--- src/rtl/rast_pkg.sv ---
// rast_pkg: shared depth-compare function and depth-test FSM state encodings
package rast_pkg;
  typedef enum logic [2:0] {
    Z_NEVER    = 3'd0,
    Z_LESS     = 3'd1,
    Z_LEQUAL   = 3'd2,
    Z_GREATER  = 3'd3,
    Z_GEQUAL   = 3'd4,
    Z_EQUAL    = 3'd5,
    Z_NOTEQUAL = 3'd6,
    Z_ALWAYS   = 3'd7
  } z_func_t;
  typedef enum logic [2:0] {
    IDLE    = 3'd0,
    RD_REQ  = 3'd1,
    RD_WAIT = 3'd2,
    WR_REQ  = 3'd3,
    RESULT  = 3'd4,
    CLEAR   = 3'd5
  } state_t;
endpackage

--- src/rtl/depth_compare.sv ---
// depth_compare: unsigned incoming-vs-stored depth comparison for one compare function
module depth_compare
  import rast_pkg::*;
#(
  parameter int Z_SIZE = 16
) (
  input  z_func_t           func,
  input  logic [Z_SIZE-1:0] a,
  input  logic [Z_SIZE-1:0] b,
  output logic              pass
);
  // a is the incoming fragment depth, b the stored depth
  always_comb
    pass = func == Z_LESS     ? a <  b :
           func == Z_LEQUAL   ? a <= b :
           func == Z_GREATER  ? a >  b :
           func == Z_GEQUAL   ? a >= b :
           func == Z_EQUAL    ? a == b :
           func == Z_NOTEQUAL ? a != b :
           func == Z_ALWAYS;
endmodule

--- src/rtl/depth_test_unit.sv ---
// depth_test_unit: per-pixel depth test against a memory-resident depth buffer, plus buffer clear
module depth_test_unit
  import rast_pkg::*;
#(
  parameter int Z_SIZE    = 16,
  parameter int X_RES     = 640,
  parameter int Y_RES     = 480,
  parameter int ADDR_SIZE = 32,
  parameter int Z_BYTES   = (Z_SIZE + 7) / 8
) (
  input  logic                      clk_i,
  input  logic                      rst_i,
  input  logic [ADDR_SIZE-1:0]      buffer_base_address_i,
  input  logic [2:0]                z_depth_func_i,
  input  logic                      depth_write_en_i,
  input  logic [Z_SIZE-1:0]         clear_value_i,
  input  logic                      clear_start_i,
  output logic                      clear_busy_o,
  output logic                      clear_done_o,
  input  logic                      px_valid_i,
  output logic                      px_ready_o,
  input  logic [$clog2(X_RES)-1:0]  px_x_i,
  input  logic [$clog2(Y_RES)-1:0]  px_y_i,
  input  logic [Z_SIZE-1:0]         px_z_i,
  output logic                      res_valid_o,
  input  logic                      res_ready_i,
  output logic                      res_pass_o,
  output logic [$clog2(X_RES)-1:0]  res_x_o,
  output logic [$clog2(Y_RES)-1:0]  res_y_o,
  output logic                      mem_req_valid_o,
  input  logic                      mem_req_ready_i,
  output logic                      mem_we_o,
  output logic [ADDR_SIZE-1:0]      mem_addr_o,
  output logic [Z_SIZE-1:0]         mem_wdata_o,
  input  logic                      mem_rvalid_i,
  input  logic [Z_SIZE-1:0]         mem_rdata_i,
  output logic                      mem_rready_o
);
  localparam int XW = $clog2(X_RES);
  localparam int YW = $clog2(Y_RES);
  localparam int N  = X_RES * Y_RES;
  localparam int CW = $clog2(N + 1);
  localparam logic [XW:0] X_LIM = (XW + 1)'(X_RES);
  localparam logic [YW:0] Y_LIM = (YW + 1)'(Y_RES);
  state_t                state, state_n;
  z_func_t               func_q;
  logic                  pend_q, we_q, oob_q, pass_q, done_q;
  logic [XW-1:0]         x_q;
  logic [YW-1:0]         y_q;
  logic [Z_SIZE-1:0]     z_q, clr_val_q;
  logic [ADDR_SIZE-1:0]  addr_q, clr_addr_q, px_addr;
  logic [CW-1:0]         clr_cnt_q;
  logic                  idle_free, accept, clr_start, clr_fire, clr_last, cmp_pass, px_oob;
  depth_compare #(.Z_SIZE(Z_SIZE)) u_cmp (
    .func (func_q),
    .a    (z_q),
    .b    (mem_rdata_i),
    .pass (cmp_pass)
  );
  // A pixel is latched first and decided on the following IDLE cycle (pend_q),
  // which keeps the address multiply off the decision path and sets the 2-cycle minimum latency
  always_comb begin
    idle_free = state == IDLE && !pend_q;
    accept    = idle_free && !clear_start_i && px_valid_i;
    clr_start = idle_free && clear_start_i;
    clr_fire  = state == CLEAR && mem_req_ready_i;
    clr_last  = clr_cnt_q == CW'(N - 1);
    px_oob    = {1'b0, px_x_i} >= X_LIM || {1'b0, px_y_i} >= Y_LIM;
    px_addr   = buffer_base_address_i +
                (ADDR_SIZE'(px_y_i) * ADDR_SIZE'(X_RES) + ADDR_SIZE'(px_x_i)) * ADDR_SIZE'(Z_BYTES);
  end
  // Next-state selection
  always_comb begin
    state_n = state;
    case (state)
      IDLE:    state_n = pend_q ? ((oob_q || func_q == Z_NEVER) ? RESULT :
                                   func_q == Z_ALWAYS ? (we_q ? WR_REQ : RESULT) : RD_REQ) :
                         clear_start_i ? CLEAR : IDLE;
      RD_REQ:  state_n = mem_req_ready_i ? RD_WAIT : RD_REQ;
      RD_WAIT: state_n = mem_rvalid_i ? ((cmp_pass && we_q) ? WR_REQ : RESULT) : RD_WAIT;
      WR_REQ:  state_n = mem_req_ready_i ? RESULT : WR_REQ;
      RESULT:  state_n = res_ready_i ? IDLE : RESULT;
      CLEAR:   state_n = (clr_fire && clr_last) ? IDLE : CLEAR;
      default: state_n = IDLE;
    endcase
  end
  // Outputs decoded from state; address/data forced to zero outside their states
  always_comb begin
    px_ready_o      = idle_free && !clear_start_i && !rst_i;
    clear_busy_o    = state == CLEAR;
    clear_done_o    = done_q;
    mem_req_valid_o = state == RD_REQ || state == WR_REQ || state == CLEAR;
    mem_we_o        = state == WR_REQ || state == CLEAR;
    mem_rready_o    = state == RD_WAIT;
    mem_addr_o      = state == CLEAR ? clr_addr_q : (state == RD_REQ || state == WR_REQ) ? addr_q : '0;
    mem_wdata_o     = state == CLEAR ? clr_val_q : state == WR_REQ ? z_q : '0;
    res_valid_o     = state == RESULT;
    res_pass_o      = state == RESULT && pass_q;
    res_x_o         = state == RESULT ? x_q : '0;
    res_y_o         = state == RESULT ? y_q : '0;
  end
  // State, pixel context and clear progress registers
  always_ff @(posedge clk_i) begin
    if (rst_i) begin
      state      <= IDLE;
      pend_q     <= 1'b0;
      func_q     <= Z_NEVER;
      we_q       <= 1'b0;
      oob_q      <= 1'b0;
      pass_q     <= 1'b0;
      done_q     <= 1'b0;
      x_q        <= '0;
      y_q        <= '0;
      z_q        <= '0;
      addr_q     <= '0;
      clr_val_q  <= '0;
      clr_addr_q <= '0;
      clr_cnt_q  <= '0;
    end else begin
      state  <= state_n;
      done_q <= clr_fire && clr_last;
      if (accept) begin
        pend_q <= 1'b1;
        x_q    <= px_x_i;
        y_q    <= px_y_i;
        z_q    <= px_z_i;
        func_q <= z_func_t'(z_depth_func_i);
        we_q   <= depth_write_en_i;
        oob_q  <= px_oob;
        addr_q <= px_addr;
      end
      if (state == IDLE && pend_q) begin
        pend_q <= 1'b0;
        pass_q <= !oob_q && func_q == Z_ALWAYS;
      end
      if (state == RD_WAIT && mem_rvalid_i) pass_q <= cmp_pass;
      if (clr_start) begin
        clr_val_q  <= clear_value_i;
        clr_addr_q <= buffer_base_address_i;
        clr_cnt_q  <= '0;
      end
      if (clr_fire) begin
        clr_addr_q <= clr_addr_q + ADDR_SIZE'(Z_BYTES);
        clr_cnt_q  <= clr_cnt_q + 1'b1;
      end
    end
  end
endmodule

--- config.mk ---
export PLATFORM = sky130hd
export DESIGN_NAME = depth_test_unit
export DESIGN_NICKNAME = d
export VERILOG_FILES = /design/src/rtl/rast_pkg.sv /design/src/rtl/depth_compare.sv /design/src/rtl/depth_test_unit.sv
export SDC_FILE = /design/constraint.sdc
export NUM_CORES = 1
export LEC_CHECK = 0
export ABC_AREA = 1
export CELL_PAD_IN_SITES_DETAIL_PLACEMENT = 1
export CELL_PAD_IN_SITES_GLOBAL_PLACEMENT = 1
export CORE_UTILIZATION = 38
export CTS_BUF_LIST = sky130_fd_sc_hd__clkbuf_8
export CTS_CLUSTER_DIAMETER = 120
export DETAILED_ROUTE_END_ITERATION = 6
export PLACE_DENSITY = 0.83
export SETUP_SLACK_MARGIN = 0.15
export SLEW_MARGIN = 10
export SYNTH_ARGS = -nofsm -noshare
export SYNTH_HDL_FRONTEND = slang
export SYNTH_HIERARCHICAL = 1
export SYNTH_SLANG_ARGS = --single-unit
export TNS_END_PERCENT = 1
--- constraint.sdc ---
create_clock -name clk_i -period 5.1 [get_ports clk_i]
set_input_delay 1.02 -clock clk_i [delete_from_list [all_inputs] [get_ports clk_i]]
set_output_delay 1.02 -clock clk_i [all_outputs]
set_load 0.005 [all_outputs]
==> run_results.csv, run 1 <==
group,metric,value,unit
route,drtAntennaViolNets,0,
synthesis,synthArstFlopShare,0,%
route,drt_first_pass_iters,5,
worst_setup_path,cp-start-kind,"primary input",
worst_setup_path,r2r_end,"clr_addr_q[1]",
route,vias,11600,
sta,period_share,88.1,%
die,die-width,167,um
status,run_status,"finished, final reports clean",
die,io_pins,185,
synthesis,synth_top_cell_by_area,"dfxtp_1",
die,rows,60,
synthesis,ys_seq_area_share,28.0,%
clock_network,cts_buffers,17,
flow_run,maxCapViolCount,0,
grt,grt_pass1_wl,61300,um
grt,overflow,0,
finish,fin_cells,2187,
worst_setup_path,crit-reg2reg-launch,"state[1]",
synthesis,synth-edff-count,0,
grt,antenna_found_initial,0,
clock_network,clock-sinks,145,
finish,antenna_cells,0,
sta,slew_viol_final,0,
clock_network,cts-root-buf,"clkbuf_8",
place,io_buffers,184,
synthesis,synth_most_common_cell,"nand2_1",
power,power.leakage,0.00570,uW
finish,nNetsFinal,2003,
clock_network,clk_path_buf_depth,2,
worst_hold_path,holdPathEnd,"clr_addr_q[0]",
place,gp_congestion,0.958,
worst_setup_path,reg2reg_slack,2.09,ns
finish,drive_gt1_share,3.79,%
synthesis,synth_top_cell_area_share,28.0,%
synthesis,ys_types,54,
sta,setup_viol,0,
worst_setup_path,required,5.43,ns
synthesis,synthTopCellsByCount,"386 x nand2_1, 303 x inv_1, 177 x nor2_1, 145 x dfxtp_1",
sta,rsz0062_at_grt,"false",
grt,grt_pass1_vias,11800,
route,drc,0,
worst_setup_path,end_kind,"flop",
synthesis,postSynthNetCount,1848,
sta,worst-slew-pin-transition,0.976,ns
clock_network,cts_resized,0,
power,powerDensity,292,nW/um^2
worst_hold_path,whs_path_depth,2,
sta,max_freq,222,MHz
clock_network,insertion_delay,0.47,ns
sta,slew_headroom,34.9,%
finish,final_util,47.8,%
worst_hold_path,min_path_type,"reg2reg",
die,dieArea,27900,um^2
worst_setup_path,rr_worst_depth,8,
clock_network,cts_tree,"yes",
grt,grt_max_degree,78,
power,vdd_ir_drop_max,0.157,mV
sta,fin_skew,0.0183,ns
route,drt-total-wl,38400,um
route,wire_per_inst,17.6,um
clock_network,hold_buffers,0,
grt,grtUsageTotal,27.7,%
clock_network,h-tree-depth,4,
route,dr.first_iter.drc_count,629,
clock_network,cts_setup_buffers,0,
die,initial_core_util,38.6,%
die,chipHeight,167,um
synthesis,ys_ff_latch,145,
sta,hold_viol,0,
synthesis,yosys-top-cells-area,"dfxtp_1 28%, nand2_1 14%, inv_1 11%",
finish,area_growth,24.0,%
worst_setup_path,crit_arrival,4.83,ns
worst_setup_path,path_class,"in2reg",
finish,fill_cells,3628,
place,dp_hpwl,29800,um
synthesis,synthCells,1679,
worst_hold_path,min_from,"clr_addr_q[0]",
sta,timing.final.crit_period,4.50,ns
sta,setup_tns,0,ns
clock_network,clk_pin_slew,0.08,ns
synthesis,dominantRegCellSynth,"dfxtp_1",
synthesis,synth_area,10400,um^2
synthesis,ys_warn_count,6,
route,vias_per_cell,5.29,
place,dpl.cell_count,2156,
synthesis,avgSynthCellArea,6.17,um^2
worst_setup_path,critPathMaxFanout,5,
die,fp.coreArea,26900,um^2
==> cell families after synthesis <==
kind of cell | Yosys count | synth area share (%)
AO/OA/AOI/OAI | 322 | 16.8
other | 1 | 0.0362
AND/OR/NAND/NOR | 749 | 31.0
adder cells (fa/ha/maj) | 59 | 7.34
flip-flops | 145 | 28.0
buffers and inverters | 366 | 13.7
XOR/XNOR | 37 | 3.13
==> worst max-delay path, stage by stage <==
cell and delay [ns]:
clkdlybuf4s50_1 0.60, ha_1 0.29, ha_1 0.37, a21oi_1 0.17, nand2_1 0.13, xor2_1 0.32
nand3_1 0.14, nor2_1 0.15, nand2_1 0.10, xor2_1 0.15, ha_1 0.36, nand2_1 0.13
nor2_1 0.21, nand2_1 0.11, nor3_1 0.16, nand2_1 0.10, nand3_1 0.09, nand2_1 0.06
nor2_1 0.12, nor2_1 0.05
==> stage by stage <==
step,setup WS [ns],cell area (um^2),total power [uW],hold slack [ns]
after floorplan,1.21,10400,2260,0.425
after global placement,0.316,12400,2700,0.436
after detailed placement,0.175,12400,2760,0.445
after CTS,0.642,12800,3760,0.460
after global routing,0.282,12800,4000,0.476
final,0.605,12800,3750,0.456
==> final cells by class <==
type / count / area (um^2) / share of cell area [%]
Clock buffer: 18 / 248 / 1.93
Clock inverter: 13 / 161 / 1.26
Inverter: 309 / 1160 / 9.05
Multi-Input combinational cell: 1168 / 6040 / 47.0
Sequential cell: 145 / 2900 / 22.6
Tap cell: 341 / 427 / 3.32
Timing Repair Buffer: 193 / 1900 / 14.8
==> metal layers <==
metal	wire, um	global-route usage [%]
met1	17000	34.5
met2	18900	48.9
met3	1420	3.71
met4	1080	9.50
met5	0	0
==> power by group <==
part / switching, uW / total [uW] / internal (uW)
registers: 101 / 1380 / 1280
logic: 889 / 1370 / 485
clock network: 505 / 1000 / 495
total: 1490 / 3750 / 2260
==> sequential cells by signal, summed over array words and instances (netlist names) <==
signal,cells
addr_q,32
clear_done_o,1
clr_addr_q,32
clr_cnt_q,19
clr_val_q,16
func_q,3
oob_q,1
pass_q,1
pend_q,1
state,3
we_q,1
x_q,10
y_q,9
z_q,16
==> cells in the final DEF, fill, tap and decap left out, drive strengths merged, types with 2 or more instances in the layout <==
cell type,n
o211ai,3
xnor2,6
nand2,387
clkinvlp,3
nand3b,3
xor2,31
nand3,113
a21o,3
buf,10
clkbuf,18
and2,3
or2,2
nand4,23
nor3,26
inv,311
o31ai,2
bufinv,3
clkinv,5
nor3b,3
nor2,186
a211oi,5
a21oi,126
fa,3
clkdlybuf4s50,183
nor4,3
dfxtp,145
a31oi,10
a21boi,2
o22ai,38
o21ai,127
ha,56
==> how the worst max path moves through the flow <==
stage | start | end | slack, ns | depth (start not counted)
after floorplan | px_y_i[1] | addr_q[30] | 1.21 | 20
after global placement | px_y_i[1] | addr_q[30] | 0.32 | 21
after detailed placement | px_y_i[5] | addr_q[28] | 0.17 | 20
after CTS | px_y_i[5] | addr_q[28] | 0.64 | 20
after global routing | px_y_i[5] | addr_q[28] | 0.28 | 20
final | px_y_i[5] | addr_q[28] | 0.60 | 20
Note: power is estimated with default switching activity, not from simulation.
==> run 2, diff against run 1 <==
- clock period: 5.1 -> 4.45 ns (I/O delays scaled with it)
==> run 2 against run 1 <==
Net effect: flip-flop and latch count did not move; die area stayed put; combinational power grew 18%; register-to-register slack worse by 0.54 ns; count of clock-buffer cells in the layout grew 2; utilization grew 0.74 points; power up 13%; first-iteration DRC count up 15%; sequential power up 14%; cell count rose by 1.1%; critical path type unchanged; highest routed layer is now met5.
==> run_results.csv, run 2 (synthesis results as in run 1) <==
group,metric,value,unit
status,run_status,"finished, final reports clean",
power,p_int,2510,uW
place,place_ws,-0.244,ns
route,drc,0,
grt,grt_max_degree,78,
die,die-width,167,um
power,clkPwrFrac,24.4,%
sta,slew_viol_final,0,
grt,antenna_found_initial,1,
finish,layout_common_cells,"386 x nand2_1, 304 x inv_1, 183 x clkdlybuf4s50_1",
power,seq_power_share,37.2,%
clock_network,cts-root-buf,"clkbuf_8",
clock_network,cts_resized,0,
finish,final_common_cell,"nand2_1",
die,rows,60,
finish,reg_top3,"addr_q x32, clr_addr_q x32, clr_cnt_q x19",
finish,antenna_cells,0,
clock_network,hold_buffers,0,
sta,setup_viol,0,
route,vias,11600,
sta,worst-slew-pin-transition,0.900,ns
clock_network,clk_path_buf_depth,2,
worst_setup_path,crit_path_max_incr_delay,0.45,ns
worst_setup_path,crit_arrival,4.49,ns
place,gp_congestion,0.935,
finish,drive_gt1_share,5.72,%
grt,overflow,0,
route,drt-total-wl,37700,um
power,switching_share,40.7,%
clock_network,cts_buffers,17,
route,wire_per_inst,17.1,um
place,io_buffers,184,
die,fp.coreArea,26900,um^2
die,chipHeight,167,um
worst_setup_path,crit_buf_inv,5,
power,p_comb_share,38.4,%
sta,slew_headroom,39.9,%
grt,grt_pass1_wl,60200,um
worst_setup_path,cp-start-kind,"primary input",
route,drtAntennaViolNets,0,
clock_network,cts_setup_buffers,0,
finish,nNetsFinal,2027,
grt,grt_pass1_vias,11800,
power,powerDensity,324,nW/um^2
sta,fin_skew,0.0246,ns
clock_network,insertion_delay,0.48,ns
worst_setup_path,reg2reg_slack,1.55,ns
grt,grtUsageTotal,27.1,%
worst_setup_path,cp_top_family,"adder cells",
sta,rsz0062_at_grt,"true",
worst_setup_path,end_kind,"flop",
clock_network,h-tree-depth,4,
worst_setup_path,critPathMaxFanout,4,
sta,setup_ws,0.334,ns
worst_setup_path,required,4.82,ns
route,drt_first_pass_iters,5,
die,io_pins,185,
sta,fin_hold_ws,0.455,ns
worst_setup_path,path_class,"in2reg",
worst_setup_path,cp_cell_sequence,"clkdlybuf4s50_1, ha_1, ha_1, fa_1, nand3_1, nand3_1, xor2_2, nor2_2, nand2_1, xor2_1, ha_1, nand2_1, inv_1, a21oi_2, o21ai_0, buf_4, inv_1, nand2_1, nand2_1, nand3_1, nand2_1, inv_1",
finish,area_growth,25.9,%
power,vdd_ir_drop_max,0.166,mV
sta,max_freq,243,MHz
worst_setup_path,slowest_stage,"fa_1",
worst_setup_path,cpMostUsedCell,"nand2_1",
die,initial_core_util,38.6,%
flow_run,maxCapViolCount,0,
finish,fill_cells,3651,
clock_network,clk_pin_slew,0.09,ns
sta,timing.final.crit_period,4.12,ns
power,power.leakage,0.00581,uW
route,dr.first_iter.drc_count,726,
route,vias_per_cell,5.24,
power,netSwitchingPower,1720,uW
clock_network,cts_tree,"yes",
place,dp_hpwl,29500,um
clock_network,clock-sinks,145,
worst_hold_path,min_path_type,"reg2reg",
sta,hold_viol,0,
die,dieArea,27900,um^2
sta,period_share,92.5,%
-- run 2: changes by cell type in the layout (fill, tap and decap cells not counted), sizes merged --
cell      previous run  this run
clkinv               5         6
clkinvlp             3         2
buf                 10        34
clkbuf              18        20
inv                311       313
bufinv               3         0
-- run 2: area by class of cell --
class                   instances  area (um^2)  share of cell area, %
repair buffers                217         2080                   16.0
flip-flops and latches        145         2900                   22.3
clock buffers                  20          275                   2.11
multi-input cells            1168         6090                   46.7
inverters                     309         1160                   8.91
clock inverters                12          100                  0.767
well taps                     341          427                   3.27
-- run 2: stage by stage --
step,total power [uW],util (%),setup TNS [ns],cells,cell area (um^2)
floorplan,2590,-,0,1679,10400
global placement,3140,46.9,-0.245,2180,12600
detailed placement,3200,46.9,-2.36,2180,12600
CTS,4230,48.3,0,2212,13000
global route,4520,48.5,0,2212,13000
finish,4230,48.5,0,2212,13000
-- run 2: final timing paths --
path / from / end / cells past startpoint
setup reg to reg: state[1] / clr_addr_q[19] / 8
hold reg to reg: clr_val_q[7] / clr_val_q[7] / 2
hold / removal: clr_val_q[7] / clr_val_q[7] / 2
setup / recovery: px_y_i[1] / addr_q[23] / 22
-- run 2: worst min-delay path, delay by kind of cell, from the launching register on --
kind	cells	cell delay, ns
buf+inv	1	0.06
flops	1	0.31
compound gates	1	0.05
-- run 2: per-layer routing --
layer,track usage (%),share of wire (%)
met4,11.9,3.8
met3,4.09,4.4
met2,47.4,48
met5,0,0.034
met1,33.0,44
-- run 2: power groups by stage --
stage	Clock [uW]	Combinational [uW]	Sequential [uW]
floorplan	0	1020	1570
global placement	0	1540	1600
detailed placement	0	1600	1600
CTS	1050	1610	1570
global route	1110	1820	1590
finish	1030	1620	1570
